<file path="src/rtl/rf_pkg.sv">
// Shared definitions for the 2-read/1-write register file: state encoding
// and default geometry.
package rf_pkg;

    localparam int DATA_W_DEF = 32;
    localparam int ADDR_W_DEF = 3;

    localparam logic [1:0] ST_IDLE  = 2'b00;
    localparam logic [1:0] ST_SWEEP = 2'b01;
    localparam logic [1:0] ST_DONE  = 2'b10;

endpackage

</file>
<file path="src/rtl/rf_read_port.sv">
// One registered read port: captures array data (or same-cycle write data
// when bypass is enabled) and flags the cycle in which the data updated.
import rf_pkg::*;

module rf_read_port #(
    parameter int DATA_W = DATA_W_DEF,
    parameter int ADDR_W = ADDR_W_DEF,
    parameter int BYPASS = 1
) (
    input  logic              clk,
    input  logic              clear,
    input  logic              re,
    input  logic [ADDR_W-1:0] r_addr,
    input  logic [DATA_W-1:0] mem_data,
    input  logic              wr_en,
    input  logic [ADDR_W-1:0] wr_addr,
    input  logic [DATA_W-1:0] wr_data,
    output logic [DATA_W-1:0] r_data,
    output logic              r_valid
);

    logic hit;

    assign hit = (BYPASS != 0) && wr_en && (wr_addr == r_addr);

    always_ff @(posedge clk or negedge clear) begin
        if (!clear) begin
            r_data  <= '0;
            r_valid <= 1'b0;
        end else begin
            r_valid <= re;
            if (re) begin
                r_data <= hit ? wr_data : mem_data;
            end
        end
    end

endmodule

</file>
<file path="src/rtl/rf_2r1w_init.sv">
// 2-read/1-write register file with registered reads and a sequencer that
// sweeps every entry to a captured init value, one entry per cycle.
//
// state | meaning
// ------+----------------------------------------------------------
// IDLE  | normal operation, external writes accepted, init_req sampled
// SWEEP | writing captured value to entry[cnt], external writes dropped
// DONE  | sweep finished, init_done pulse, external writes accepted
import rf_pkg::*;

module rf_2r1w_init #(
    parameter int DATA_W = DATA_W_DEF,
    parameter int ADDR_W = ADDR_W_DEF,
    parameter int BYPASS = 1
) (
    input  logic              clk,
    input  logic              clear,
    input  logic              we,
    input  logic [ADDR_W-1:0] wAddr,
    input  logic [DATA_W-1:0] wData,
    input  logic              re0,
    input  logic [ADDR_W-1:0] rAddr0,
    output logic [DATA_W-1:0] rData0,
    output logic              rValid0,
    input  logic              re1,
    input  logic [ADDR_W-1:0] rAddr1,
    output logic [DATA_W-1:0] rData1,
    output logic              rValid1,
    input  logic              init_req,
    input  logic [DATA_W-1:0] init_val,
    output logic              busy,
    output logic              init_done
);

    localparam int DEPTH = 2 ** ADDR_W;
    localparam logic [ADDR_W-1:0] LAST = ADDR_W'(DEPTH - 1);

    logic [DATA_W-1:0] mem [DEPTH];
    logic [1:0]        state, state_nxt;
    logic [ADDR_W-1:0] cnt;
    logic [DATA_W-1:0] init_q;
    logic              sweep_we;
    logic              wr_en;
    logic [ADDR_W-1:0] wr_addr;
    logic [DATA_W-1:0] wr_data;

    always_ff @(posedge clk or negedge clear) begin
        if (!clear) begin
            state <= ST_IDLE;
        end else begin
            state <= state_nxt;
        end
    end

    always_comb begin
        state_nxt = state;
        case (state)
            ST_IDLE:  if (init_req) state_nxt = ST_SWEEP;
            ST_SWEEP: if (cnt == LAST) state_nxt = ST_DONE;
            ST_DONE:  state_nxt = ST_IDLE;
            default:  state_nxt = ST_IDLE;
        endcase
    end

    always_comb begin
        busy      = 1'b0;
        init_done = 1'b0;
        sweep_we  = 1'b0;
        case (state)
            ST_SWEEP: begin
                busy     = 1'b1;
                sweep_we = 1'b1;
            end
            ST_DONE:  init_done = 1'b1;
            default:  ;
        endcase
    end

    always_ff @(posedge clk or negedge clear) begin
        if (!clear) begin
            cnt    <= '0;
            init_q <= '0;
        end else if (state == ST_IDLE && init_req) begin
            cnt    <= '0;
            init_q <= init_val;
        end else if (state == ST_SWEEP) begin
            cnt <= (cnt == LAST) ? '0 : cnt + 1'b1;
        end
    end

    // Sweep owns the write port while active; external writes are simply lost.
    assign wr_en   = sweep_we | (we & (state != ST_SWEEP));
    assign wr_addr = sweep_we ? cnt : wAddr;
    assign wr_data = sweep_we ? init_q : wData;

    always_ff @(posedge clk or negedge clear) begin
        if (!clear) begin
            for (int i = 0; i < DEPTH; i++) begin
                mem[i] <= '0;
            end
        end else if (wr_en) begin
            mem[wr_addr] <= wr_data;
        end
    end

    rf_read_port #(
        .DATA_W (DATA_W),
        .ADDR_W (ADDR_W),
        .BYPASS (BYPASS)
    ) u_rd0 (
        .clk      (clk),
        .clear    (clear),
        .re       (re0),
        .r_addr   (rAddr0),
        .mem_data (mem[rAddr0]),
        .wr_en    (wr_en),
        .wr_addr  (wr_addr),
        .wr_data  (wr_data),
        .r_data   (rData0),
        .r_valid  (rValid0)
    );

    rf_read_port #(
        .DATA_W (DATA_W),
        .ADDR_W (ADDR_W),
        .BYPASS (BYPASS)
    ) u_rd1 (
        .clk      (clk),
        .clear    (clear),
        .re       (re1),
        .r_addr   (rAddr1),
        .mem_data (mem[rAddr1]),
        .wr_en    (wr_en),
        .wr_addr  (wr_addr),
        .wr_data  (wr_data),
        .r_data   (rData1),
        .r_valid  (rValid1)
    );

endmodule

</file>
<file path="config.mk">
export PLATFORM = sky130hd
export DESIGN_NAME = rf_2r1w_init
export DESIGN_NICKNAME = d
export VERILOG_FILES = /design/src/rtl/rf_pkg.sv /design/src/rtl/rf_read_port.sv /design/src/rtl/rf_2r1w_init.sv
export SDC_FILE = /design/constraint.sdc
export NUM_CORES = 1
export LEC_CHECK = 0
export BUFFER_PORTS_ARGS = -buffer_cell sky130_fd_sc_hd__clkbuf_2
export CAP_MARGIN = 10
export CORE_MARGIN = 4
export CORE_UTILIZATION = 55
export CTS_CLUSTER_SIZE = 30
export DETAILED_ROUTE_END_ITERATION = 6
export MAX_ROUTING_LAYER = met4
export PLACE_DENSITY_LB_ADDON = 0.08
export SLEW_MARGIN = 15
export SYNTH_ARGS = -nofsm -noshare
export SYNTH_HDL_FRONTEND = slang
export SYNTH_HIERARCHICAL = 1
export SYNTH_SLANG_ARGS = --single-unit
export TNS_END_PERCENT = 5
</file>
<file path="constraint.sdc">
create_clock -name clk -period 3.01 [get_ports clk]
set_input_delay 0.301 -clock clk [delete_from_list [all_inputs] [get_ports clk]]
set_output_delay 0.301 -clock clk [all_outputs]
set_load 0.01 [all_outputs]
</file>
# == Word-level counts from Yosys, hierarchy flattened ==
# Cells that the tools add are included.
# totals
reg_bits,359
inputBits,79
out_inout_bits,68
wordCells,61
# op_classes
addsub,1
n_lt_le_gt_ge,4
eq_ne,8
mux,21
bitwise_logic,5
reduce_logical,7
# op_table
op,n
256-bit bitwise mux,1
32-bit two-way mux,8
32-bit binary-select mux with 3-bit select,2
32-bit demux with 3-bit select,1
4-bit >= comparator (second input constant),3
3-bit two-way mux,4
3-bit inverter with 4-bit output,3
3-bit == test,2
1-bit logical AND,4
4-bit by 1-bit less-than comparator with 1-bit output (second input constant),1
2-bit two-way mux,2
2-bit by 1-bit != test with 1-bit output (second input constant),2
2-bit case mux with 2 select lines,1
3-bit by 1-bit adder with 3-bit output (second input constant),1
3-bit == test (second input constant),1
2-bit by 1-bit == test with 1-bit output (second input constant),1
2-bit == test (second input constant),1
2-bit logical NOT,1
1-bit two-way mux,2
2-bit != test (second input constant),1
2-bit AND reduction,1
2-bit nonzero test,1
1-bit bitwise AND,1
1-bit bitwise OR,1

# == Logic depth before layout (Yosys ltp) ==
# Gate-level depths: netlist of the first run.
# depth
ltp_word,9
depth_mapped,10
depth_no_buf,7

# == Cells and area by module ==
# Netlist of the first run, hierarchy kept.
# by_module_without_submodules
mod,instances,cells_each,area_per_inst_um2,seq_area_each_um2
rf_2r1w_init,1,986,15274.6,7332.0
rf_read_port,2,231,2459.9,825.8

# == Least setup slack after synthesis of the first run ==
# No wires, ideal clock.
# synth_timing
path_kind,reg2reg
from,register state[1]
to,register u_rd0.r_data[18]
setup_ns,0.065
t_arrival_ns,2.691
required_time_ns,2.945
slack_ns,0.254
path_stages_with_launch,10
path_buffers,3
synth_period_minus_slack_ns,2.756
cell_sequence,dfrtp_1 -> nand2b_1 -> buf_4 -> inv_2 -> buf_1 -> o21ai_0 -> xor2_2 -> buf_6 -> o41ai_2 -> o22a_1
# synth_between
elab_chain_cells,6
elab_cells_between_ends,10
classes_between,eq/ne: 3; mux: 4; bitwise: 2; reduce/logical: 1
# synth_lines
element,line,rtl
"start, declared",rf_2r1w_init.sv:39,"logic [1:0] state, state_nxt;"
"start signal, assigned",rf_2r1w_init.sv:51,state <= state_nxt;
2-bit by 1-bit == test with 1-bit output,--,
1-bit two-way mux,--,
named net busy,rf_2r1w_init.sv:31,"output logic busy,"
3-bit two-way mux,rf_2r1w_init.sv:93,assign wr_addr = sweep_we ? cnt : wAddr;
named net wr_addr[1],rf_2r1w_init.sv:44,logic [ADDR_W-1:0] wr_addr;
3-bit == test,rf_read_port.sv:24,assign hit = (BYPASS != 0) && wr_en && (wr_addr == r_addr);
1-bit logical AND,rf_read_port.sv:24,
32-bit two-way mux,rf_read_port.sv:33,r_data <= hit ? wr_data : mem_data;
"end signal, assigned",rf_read_port.sv:33,
"end, declared",rf_read_port.sv:18,"output logic [DATA_W-1:0] r_data,"
# The timed path passes the listed nets, and every way through them passes these cells.
# A chain may end at the register's enable or synchronous reset.

# == Worst setup path after layout of the first run ==
# layout_timing
from,register state[1]
to,register u_rd1.r_data[11]
# layout_between
elab_chain_cells,6
elab_cells_between_ends,10
classes_between,eq/ne: 3; mux: 4; bitwise: 2; reduce/logical: 1
# layout_lines
element,line,rtl
2-bit by 1-bit == test with 1-bit output,rf_2r1w_init.sv:69,case (state)
1-bit two-way mux,rf_2r1w_init.sv:69,
3-bit two-way mux,rf_2r1w_init.sv:93,
named net wr_addr[1],rf_2r1w_init.sv:44,
3-bit == test,rf_read_port.sv:24,
1-bit logical AND,rf_read_port.sv:24,
32-bit two-way mux,rf_read_port.sv:33,
"end signal, assigned",rf_read_port.sv:33,
"end, declared",rf_read_port.sv:18,
# The timed path passes the listed nets, and every way through them passes these cells.

==> results of run 1 <==
[layer usage]
metal  up-vias  wire length (um)  share of wire, %  GRT usage (%)
met5         -                 0                 0              -
met4         0              1484               2.6          8.579
met3        94              3716               6.6          4.637
met2       504             27130                48          46.71
met1      7185             23990                43          40.95
li1       5837                 -                 -              -
[worst max path at each step]
stage	start	endpoint	slack (ps)	cells past startpoint
after detailed placement	state[1]	u_rd1/r_data[6]	230	7
after floorplan	state[1]	u_rd0/r_data[18]	250	9
after CTS	state[1]	u_rd1/r_data[23]	170	7
after global placement	state[1]	u_rd0/r_data[15]	310	7
after global routing	state[1]	u_rd1/r_data[25]	130	9
final	state[1]	u_rd1/r_data[11]	180	9
[kinds of logic after synthesis]
family | after synthesis | share of synthesized area [%]
muxes | 481 | 34.01
DFF | 359 | 44.49
AOI/OAI and AO/OA | 208 | 11.29
buffers and inverters | 205 | 5.502
and+or+nand+nor | 181 | 3.618
xor gates and xnor gates | 12 | 0.9665
adders and majority gates | 2 | 0.1239
[cell usage after synthesis (2+ instances only)]
cell type,number
dfrtp_1,359
mux2_2,249
nand2_1,164
mux4_2,128
mux2_1,103
inv_1,66
a41oi_1,64
o22a_1,64
buf_2,62
o41ai_2,60
clkbuf_1,28
buf_6,25
buf_4,15
xnor2_2,6
xor2_2,6
buf_1,4
dlygate4sd1_1,4
nand2b_1,4
nor3_1,4
o41ai_1,4
a22o_1,2
a31oi_1,2
ha_1,2
o21ai_0,2
o21ai_2,2
o21bai_1,2
[layout make-up]
cell class	count	area (um^2)
Fill cell	2683	12650
Timing Repair Buffer	239	1839
Multi-Input combinational cell	884	10280
Tap cell	461	576.8
Clock inverter	13	147.6
Sequential cell	359	8984
Clock buffer	59	1184
Inverter	67	251.5
[metrics by stage]
step	power, mW	hold WS [ps]	util [%]	cell area, um^2	worst slack (ps)
floorplan	17.79	5.409	-	20190	253.7
global placement	21.43	310.1	59.92	21520	307.2
detailed placement	21.90	309.9	59.92	21520	225.7
CTS	26.97	0.1735	64.51	23170	174.8
global route	28.68	13.12	64.77	23260	127.0
finish	27.15	27.83	64.77	23260	181.9
[state kept, by name, indices dropped and copies added, names as in the netlist]
name	cells
mem	256
init_q	32
u_rd0/r_data	32
u_rd1/r_data	32
cnt	3
state	2
u_rd0/r_valid	1
u_rd1/r_valid	1
[power breakdown]
part / internal, mW / switching, mW
clock: 2.98 / 1.99
combinational: 6.05 / 7.13
sequential: 7.28 / 1.72
total: 16.3 / 10.8
==> run summary, run 1 <==
The run finished with clean final reports. The number of antenna violations at the first check in global routing was 0. The run gives 27.97 ps as the post-route clock skew.

The setup path with the least slack is of type flip-flop to flip-flop. The final critical path takes up 93.96% of the cycle. The worst min-delay path endpoint was init_q[23].

In this run the static leakage power is 10.05 nW. For the worst setup path, the data required time is 3430 ps. Synthesis instantiated 43 different standard cells from the library. The clock-pin slew on the worst setup and hold paths was 60 ps; the final RePlAce weighted congestion was 0.7880. The detail route stage leaves a number of antenna-violating nets equal to 0. TritonCTS built the clock tree. The total overflow left after global routing is 0. The first global-routing pass estimated 87640 um of wire. The cell taking the most area after synthesis was dfrtp_1. For this design the ratio of total power to cell area is 1167 mW/mm^2. The kind of end point of the critical path is a flip-flop. The most common library cell in the layout ignoring fill and taps is dfrtp_1.

Data on the critical path arrives at its endpoint at 3250 ps. The post-CTS setup buffer count came out at 0. Entering global routing, the biggest net connects 129 pins. In this run the most critical hold path is launched from init_val[23].

Setup slack on the worst reg-to-reg path comes out at 180 ps. The number of antenna diodes in the final layout is 0. Once placement completed, the tool counted placed cells totaling 1975. The number of levels the H-tree was split into is 2.

The average cell area after synthesis was 13.95 um^2; the synthesis-to-layout area growth was 15.20%. Dividing the detail-routed wire length by the instance count gives 27.05 um. For the number of rows in the core area, the log shows 69. Master cell of the clock root buffer: clkbuf_16. The count of buffers inserted at the top-level ports works out to 146.

The number of global-route vias before repair is 14470. The clock sink count was 359. For the number of buffers inserted for hold repair after clock tree synthesis, the log shows 32. Synthesis produced 1448 cells.

The worst relative slew slack is 24.07%, and the clock network latency to the later pin of the worst-skew pair is 550 ps. Summing the sequential cell areas from Yosys gives 44.49% of the chip area. Measured in cells, the most critical reg-to-reg path has a length of 9. The final wirelength came out at 56320 um.

Setup violations remaining at the end of the flow were counted as 0. Capture instance of the worst register-to-register path: u_rd1/r_data[11]. Across the run, the number of max-cap violations was 0. In this run, post-CTS repair resized a total of 0 instances. The final critical delay including setup and external delays came out at 2828 ps.

The chip height was 199.6 um. The logs give 0.03591 mm^2 for the area inside the core boundary and 0 for the final count of hold timing violations. The number of enable flip-flop cells after synthesis is 0, and the maximum clock path buffer count is 3. The transition at the pin with the smallest max-transition slack works out to 1139 ps. The detailed router finished its first iteration with 946 violations. The top cell type's share of synthesized area works out to 44.49%. The largest single stage delay on the critical path is 630 ps. The aggregate global-route resource usage came out at 29.78%.

The pre-antenna-repair detailed-routing pass consisted of 5 iterations. The cell depth of the worst hold path came out at 2. In this run the worst hold path is classified as primary input to flip-flop. The total of flip-flops plus latches after synthesis was 359. Among all stages on the critical path, the largest delay is contributed by xor2_4. For this run, design rule violations remaining after detail routing come to 0.

The starting utilization of the core area was 56.23%; the routed via count divided by cell count was 6.542. Setup repair after global routing left no endpoint under its margin. The count of nets after finishing was 1672. STA classifies the critical path startpoint as a flip-flop.

The width of the chip was 199.6 um. The routed layout has 13620 vias. After synthesis, the share of flip-flops with an asynchronous set or reset is 100.0%.

Walking the worst path, the cells encountered are nand2b_2 > inv_2 > nand2_1 > o21ai_1 > buf_4 > xor2_4 > buf_4 > o41ai_2 > o22a_1. The prevailing post-synth register cell is dfrtp_1. Along the worst path, the maximum fanout reaches 13.

Number of buffers added by the clock tree synthesis step: 40. The post-synthesis cell area is 0.02019 mm^2, and the I/O pin total is 147. The logs give 0.03985 mm^2 for the area of the die and 0 ps for the total negative setup slack. The reg-to-reg startpoint was state[1]. The buffers plus inverters on the worst setup path works out to 3.

Of the cells placed in the final design, the portion with a size suffix greater than 1 is 45.28%. Most numerous cell on the critical path: buf_4. Detailed placer's ending HPWL: 34640 um. In the layout the commonest cells are dfrtp_1 (359), mux2_2 (249), nand2_1 (164). IR analysis of the VDD net gives a maximum drop of 763.0 uV.

Post-layout instance count excluding filler cells: 2082. Final count of pins violating max slew: 0. The cell family contributing the most delay on the critical path is buffers and inverters. Number of nets in the synthesized netlist: 1529.

By area the synthesized netlist is led by dfrtp_1 (44%), mux4_2 (14%), mux2_2 (14%), mux2_1 (5.7%), o41ai_2 (4.8%). The total of warnings raised by yosys came out at 6. Timing would allow up to 0.3536 GHz.
Power figures use the tool's default switching activity.
==> run 2: changes to the inputs <==
==> constraint.sdc (replaced) <==
create_clock -name clk -period 3.5 [get_ports clk]
set_input_delay 0.35 -clock clk [delete_from_list [all_inputs] [get_ports clk]]
set_output_delay 0.35 -clock clk [all_outputs]
set_load 0.01 [all_outputs]
==> run 2 against run 1 <==
Against the previous run: global-route usage is 0.23 points higher; die area unchanged; fmax fell by 10%; first-iteration DRC count increased by 14%; via count increased by 0.40%; critical endpoint is now u_rd0/r_data[31]; largest cell class unchanged; largest power group unchanged.
==> run summary, run 2 (synthesis results as in run 1) <==
The smallest hold slack is 26.63 ps (-1.192 ps). The area growth from synthesis to layout is 13.30%. The detailed placer's ending HPWL is 34350 um (-0.82%), and the transition at the pin with the smallest max-transition slack is 1267 ps (+127.7 ps). The library cells used most frequently in the layout, excluding fill and tap cells, are dfrtp_1 (359), mux2_2 (249), nand2_1 (164).

The run gives 47.7% (-0.8 points) as the power share of the combinational group. The most common library cell in the layout ignoring fill and taps is dfrtp_1. Largest register by flop count: mem. The worst register-to-register path begins at state[1]. The post-layout instance count excluding filler cells is 2051 (-1.5%), and the area inside the core boundary is 0.03591 mm^2 (unchanged). The logs give 13670 (+0.40%) for the via count and 0 (unchanged) for the count of instances resized after the clock tree is built.

The maximum clock path buffer count is 3 (unchanged), and the number of global-route vias before repair is 14320 (-1.1%). The count of nets after finishing was 1642 (-1.8%); the required time of the worst setup path was 3950 ps (+520 ps). The clock sink count was 359 (unchanged); the reported leakage power was 9.894 nW (-1.6%). The final count of pins violating max slew came out at 0 (unchanged). The kind of start point of the critical path was a flip-flop. The worst relative slew slack is 15.56% (-8.5 points), and the number of DRC violations after detailed-routing iteration 0 is 1083 (+14%).

The run gives 5 (unchanged) as the length of the first detailed-routing pass in iterations. The switching power share of the total works out to 40.12% (+0.18 points). Flip-flop count of the largest register after layout: 256 (unchanged). TritonCTS built the clock tree.

Remaining routing DRC violations: 0 (unchanged). The tools report the timing startpoint of the critical path as state[1]. The final RePlAce weighted congestion was 0.8165 (+3.6%).

The reg2reg setup slack is 350 ps (+170 ps), and the I/O pin total is 147 (unchanged). The width of the chip is 199.6 um (unchanged), and the share of the clock period used by the worst path is 89.86% (-4.1 points). For the final count of hold timing violations, the log shows 0 (unchanged). The clock-pin slew on the worst setup and hold paths was 60 ps (about the same).

The internal power consumption was 13.94 mW (-15%); the average wire per cell in the routed design was 27.64 um (+2.2%). The flow ran to the end, and the final reports show no timing, DRC or antenna violations. The cell count after placement was 1967 (-0.41%); the max-cap violation count was 0 (unchanged).

The run gives 27.10 ps (-0.8674 ps) as the post-route clock skew. For the number of nets with antenna violations after routing, the log shows 0 (unchanged). The area of the die was 0.03985 mm^2 (unchanged); the final critical delay including setup and external delays was 3145 ps (+317.0 ps). By startpoint and endpoint, the worst setup path is classified as flip-flop to flip-flop. The count of buffers inserted at the top-level ports was 146 (unchanged). The total inserted antenna cells was 0 (unchanged). The classification of the worst-slack hold path is primary input to flip-flop. The worst setup path is captured at a flip-flop. Setup repair after global routing left no endpoint under its margin.

Following the worst setup path forward leads to its endpoint at u_rd0/r_data[31]. Aggregate global-route resource usage: 30.01% (+0.23 points). The tools report the number of antenna violations at the first check in global routing as 0 (unchanged). The logs give 0.3180 GHz (-10%) for the maximum frequency from static timing analysis and 9.339 mW (-14%) for the switching power summed over all nets.

The number of levels the H-tree was split into was 2 (unchanged). The power density over the cells is 1018 mW/mm^2 (-13%). The fraction of final layout cells with drive strength greater than 1 is 45.79% (+0.51 points). The logs give 33.4% (+0.2 points) for the fraction of power consumed by sequential logic and 56680 um (+0.64%) for the final wirelength. Total negative setup slack: 0 ps (unchanged). The length in cells of the worst reg-to-reg path came out at 9 (unchanged). For the clock power share, the log shows 18.9% (+0.6 points). The chip height was 199.6 um (unchanged). The tools report the global-route wire length before repair as 88090 um (+0.51%). The routed via count divided by cell count works out to 6.667 (+1.9%). Worst-path maximum fanout: 22 (+9). For the number of buffers added by the clock tree synthesis step, the log shows 41 (+2.5%). The total grt overflow was 0 (unchanged); the final-report setup violation count was 0 (unchanged).

The worst register-to-register path ends at u_rd0/r_data[31]. The number of rows in the core area came out at 69 (unchanged). Signal arrival time at the worst endpoint: 3590 ps (+340 ps). The pin count of the biggest net entering global routing was 81 (-37%); the fraction of the core area covered by cells at the end of the flow was 63.71% (-1.1 points).

Starting utilization of the core area: 56.23% (unchanged). The master cell of the clock root buffer was clkbuf_16. The worst ir drop on vdd was 605.9 uV (-21%); the clock network latency to the later pin of the worst-skew pair was 570 ps (+20 ps).
-- run 2: cell count changes in the layout (fill, tap and decap cells not counted) --
cell	delta
buf_12	-7
buf_16	-2
buf_4	-1
clkbuf_1	-4
clkbuf_8	+4
dlygate4sd3_1	-21
xnor2_2	+1
xnor2_4	-1
-- run 2: layer usage --
| layer | global-route usage [%] | share of wire, % | vias to the layer above |
|---|---|---|---|
| met5 | - | 0 | - |
| met3 | 5.294 | 6.5 | 93 |
| met1 | 41.87 | 43 | 7300 |
| li1 | - | - | 5780 |
| met2 | 46.40 | 48 | 501 |
| met4 | 7.748 | 2.6 | 0 |
-- run 2: stage by stage --
stage               power [mW]  area, um^2  setup WS (ps)
detailed placement       18.76       21370          479.7
finish                   23.28       22880          354.9
global placement         18.36       21370          622.1
CTS                      23.27       22850          459.5
global route             24.54       22880          253.1
floorplan                15.30       20190          743.7
-- run 2: critical path, cell delays in order (launching register included) --
cell and delay (ps):
dfrtp_1 450, nand2b_2 450, inv_2 120, nand2_1 90, o21ai_1 70, buf_4 210, xnor2_2 710, buf_4 470
a41oi_1 200, o22a_1 260
-- run 2: layout make-up --
cell class | count | area (um^2)
Fill cell | 2712 | 13040
Multi-Input combinational cell | 884 | 10270
Sequential cell | 359 | 8984
Timing Repair Buffer | 208 | 1426
Clock buffer | 59 | 1224
Tap cell | 461 | 576.8
Inverter | 67 | 251.5
Clock inverter | 13 | 147.6
-- run 2: how the worst min path moves through the flow --
stage                       to  depth (start not counted)          from
floorplan               cnt[0]                          0         clear
global placement      mem[245]                          1         clear
detailed placement    mem[245]                          1         clear
CTS                 init_q[30]                          2  init_val[30]
global route        init_q[30]                          2  init_val[30]
finish               init_q[6]                          2   init_val[6]
-- run 2: timing repair --
| action | in CTS | in global routing |
|---|---|---|
| setup buffers | 0 | 0 |
| endpoints found under the hold margin | 84 | 0 |
| hold buffers | 11 | 0 |
-- run 2: power groups by stage --
| stage | Clock [mW] | Combinational (mW) | Sequential [mW] |
|---|---|---|---|
| after CTS | 4.50 | 11.0 | 7.77 |
| after global placement | 0 | 10.7 | 7.68 |
| after floorplan | 0 | 7.87 | 7.43 |
| final | 4.40 | 11.1 | 7.78 |
| after detailed placement | 0 | 10.9 | 7.82 |
| after global routing | 4.66 | 11.8 | 8.04 |
==> run 3: changes to the inputs <==
--- a/config.mk
+++ b/config.mk
@@ -11,6 +11,7 @@
 export CORE_UTILIZATION = 55
 export CTS_CLUSTER_SIZE = 30
 export DETAILED_ROUTE_END_ITERATION = 6
+export HOLD_SLACK_MARGIN = 0.1
 export MAX_ROUTING_LAYER = met4
 export PLACE_DENSITY_LB_ADDON = 0.08
 export SLEW_MARGIN = 15
==> run 3 against run 2 <==
Against the previous run: hold slack improved by 160 ps; clock power hardly changed; cell area is 0.96% higher; clock skew fell by 2.9 ps; non-clock buffer count grew 22; first-iteration DRC count up 5.9%; register-to-register slack better by 20 ps; critical endpoint unchanged; largest power group unchanged.
==> run summary, run 3 (synthesis results as in run 1) <==
The run gives 2682 (-1.1%) as the number of filler instances in the final layout. The max-cap violation count is 0 (unchanged). Setup repair after global routing left no endpoint under its margin.

The tools report the aggregate global-route resource usage as 30.16% (+0.15 points). The total grt overflow is 0 (unchanged). Area inside the core boundary: 0.03591 mm^2 (unchanged). Chip height: 199.6 um (unchanged). The final-report setup violation count came out at 0 (unchanged). The critical path class was flip-flop to flip-flop.

The length of the first detailed-routing pass in iterations is 5 (unchanged), and the number of levels the H-tree was split into is 2 (unchanged). The top cell types in the final layout, fill and taps aside, are dfrtp_1 (359), mux2_2 (249), nand2_1 (164). The worst ir drop on vdd is 609.9 uV (+0.66%), and the cell count after placement is 1967 (unchanged). Buffers plus inverters on the worst setup path: 3 (unchanged). The run gives 0 (unchanged) as the count of instances resized after the clock tree is built. The required time of the worst setup path was 3950 ps (about the same); the post-layout instance count excluding filler cells was 2073 (+1.1%). TritonCTS built the clock tree.

The largest stage delay on the critical path was 700 ps (about the same). The worst-path maximum fanout came out at 22 (unchanged). The worst hold path belongs to the class primary input to flip-flop.

The average wire per cell in the routed design was 27.47 um (-0.59%). The maximum frequency from static timing analysis is 0.3199 GHz (+0.60%), and the routed via count divided by cell count is 6.609 (-0.87%). The final wirelength came out at 56950 um (+0.48%). For the number of DRC violations after detailed-routing iteration 0, the log shows 1147 (+5.9%). The count of buffers inserted at the top-level ports came out at 146 (unchanged).

Relative to the synthesized area, the layout overhead comes to 14.39%. The worst setup path is launched from a flip-flop. The logs give 359 (unchanged) for the clock sink count and 0 ps (unchanged) for the total negative setup slack.

The most numerous cell on the critical path was buf_4. The tools report the number of buffers inserted for hold repair after clock tree synthesis as 33 (+22). The flow ran to the end, and the final reports show no timing, DRC or antenna violations. The run gives 34350 um (unchanged) as the detailed placer's ending HPWL.

Fraction of final layout cells with drive strength greater than 1: 45.16% (-0.62 points). For the global-route wire length before repair, the log shows 88580 um (+0.56%). The cell family contributing the most delay on the critical path is buffers and inverters. The clock network latency to the later pin of the worst-skew pair was 570 ps (about the same); the final RePlAce weighted congestion was 0.8165 (unchanged).

The logs give 0 (unchanged) for the remaining routing DRC violations and 1664 (+1.3%) for the count of nets after finishing. The most common library cell in the layout ignoring fill and taps is dfrtp_1. The width of the chip is 199.6 um (unchanged). More flip-flops sit in one register than any other, and that register is mem. The I/O pin total came out at 147 (unchanged).

The final count of hold timing violations came out at 0 (unchanged). The area of the die is 0.03985 mm^2 (unchanged). The final count of pins violating max slew is 0 (unchanged). The total power of the final layout is 23.30 mW (about the same). The tree is rooted in a clkbuf_16. Post-route clock skew: 24.24 ps (-2.862 ps). The number of antenna violations at the first check in global routing is 0 (unchanged).

The total inserted antenna cells was 0 (unchanged). For the signal arrival time at the worst endpoint, the log shows 3570 ps (-20 ps). The clock-pin slew on the worst setup and hold paths was 60 ps (about the same); the post-CTS setup buffer count was 0 (unchanged). The number of rows in the core area is 69 (unchanged). The number of nets with antenna violations after routing came out at 0 (unchanged). The kind of end point of the critical path was a flip-flop. Among all stages on the critical path, the largest delay is contributed by xnor2_2.

The worst relative slew slack was 15.38% (-0.17 points). The share of the clock period used by the worst path is 89.32% (-0.54 points). The starting utilization of the core area was 56.23% (unchanged); the flip-flop count of the largest register after layout was 256 (unchanged). The critical path goes through nand2b_2 > inv_2 > nand2_1 > o21ai_1 > buf_4 > xnor2_2 > buf_4 > a41oi_1 > o22a_1. The final critical delay including setup and external delays was 3126 ps (-18.85 ps); the transition at the pin with the smallest max-transition slack was 1269 ps (+2.617 ps). The logs give 9.985 nW (+0.93%) for the reported leakage power and 41 (unchanged) for the number of buffers added by the clock tree synthesis step. The power density over the cells was 1009 mW/mm^2 (-0.88%); the pin count of the biggest net entering global routing was 81 (unchanged).

The number of global-route vias before repair is 14420 (+0.75%). The maximum clock path buffer count is 3 (unchanged). The via count came out at 13700 (+0.19%).
-- run 3: cell type report --
cell class	count	area, um^2	area share, %
timing repair buffer	230	1647	7.128
tap	461	576.8	2.497
clock inverter	13	147.6	0.6392
sequential	359	8984	38.89
clock buffer	59	1224	5.297
multi-input combinational	884	10270	44.46
inverter	67	251.5	1.089
-- run 3: metrics by stage --
stage | instance area, um^2 | hold slack (ps) | utilization [%] | setup slack [ps]
after floorplan | 20190 | 54.41 | - | 743.7
after global routing | 23100 | 206.4 | 64.32 | 254.9
final | 23100 | 189.0 | 64.32 | 373.8
after CTS | 23070 | 158.7 | 64.24 | 459.5
after global placement | 21370 | 386.7 | 59.50 | 622.1
after detailed placement | 21370 | 389.5 | 59.50 | 479.7
-- run 3: worst register-to-register path: cells and delay by family (launching register included) --
| kind | cells | cell delay (ps) |
|---|---|---|
| compound gates | 3 | 540 |
| buf+inv | 3 | 790 |
| flops | 1 | 450 |
| xor+xnor | 1 | 700 |
| simple gates | 2 | 540 |
-- run 3: where the power goes --
part           total, mW  switching [mW]  internal (mW)
clock               4.40            1.76           2.64
sequential          7.79            1.53           6.26
combinational       11.1            6.05           5.05
-- run 3: path summary, 6_finish.rpt --
path | start | end | slack (ps) | cells past startpoint
worst max-delay path | state[1] | u_rd0/r_data[31] | 370 | 9
worst min-delay path | init_req | cnt[0] | 190 | 4
worst max register to register | state[1] | u_rd0/r_data[31] | 370 | 9
worst min register to register | mem[224] | mem[224] | 500 | 1
max in group asynchronous | clear | mem[25] | 2030 | 3
min in group asynchronous | clear | mem[213] | 360 | 2
-- run 3: per-layer routing --
layer	share of wire [%]	up-vias	GRT usage, %
li1	-	5818	-
met1	43	7315	41.87
met2	48	477	46.91
met3	6.2	90	5.277
met4	2.5	0	7.748
met5	0	-	-
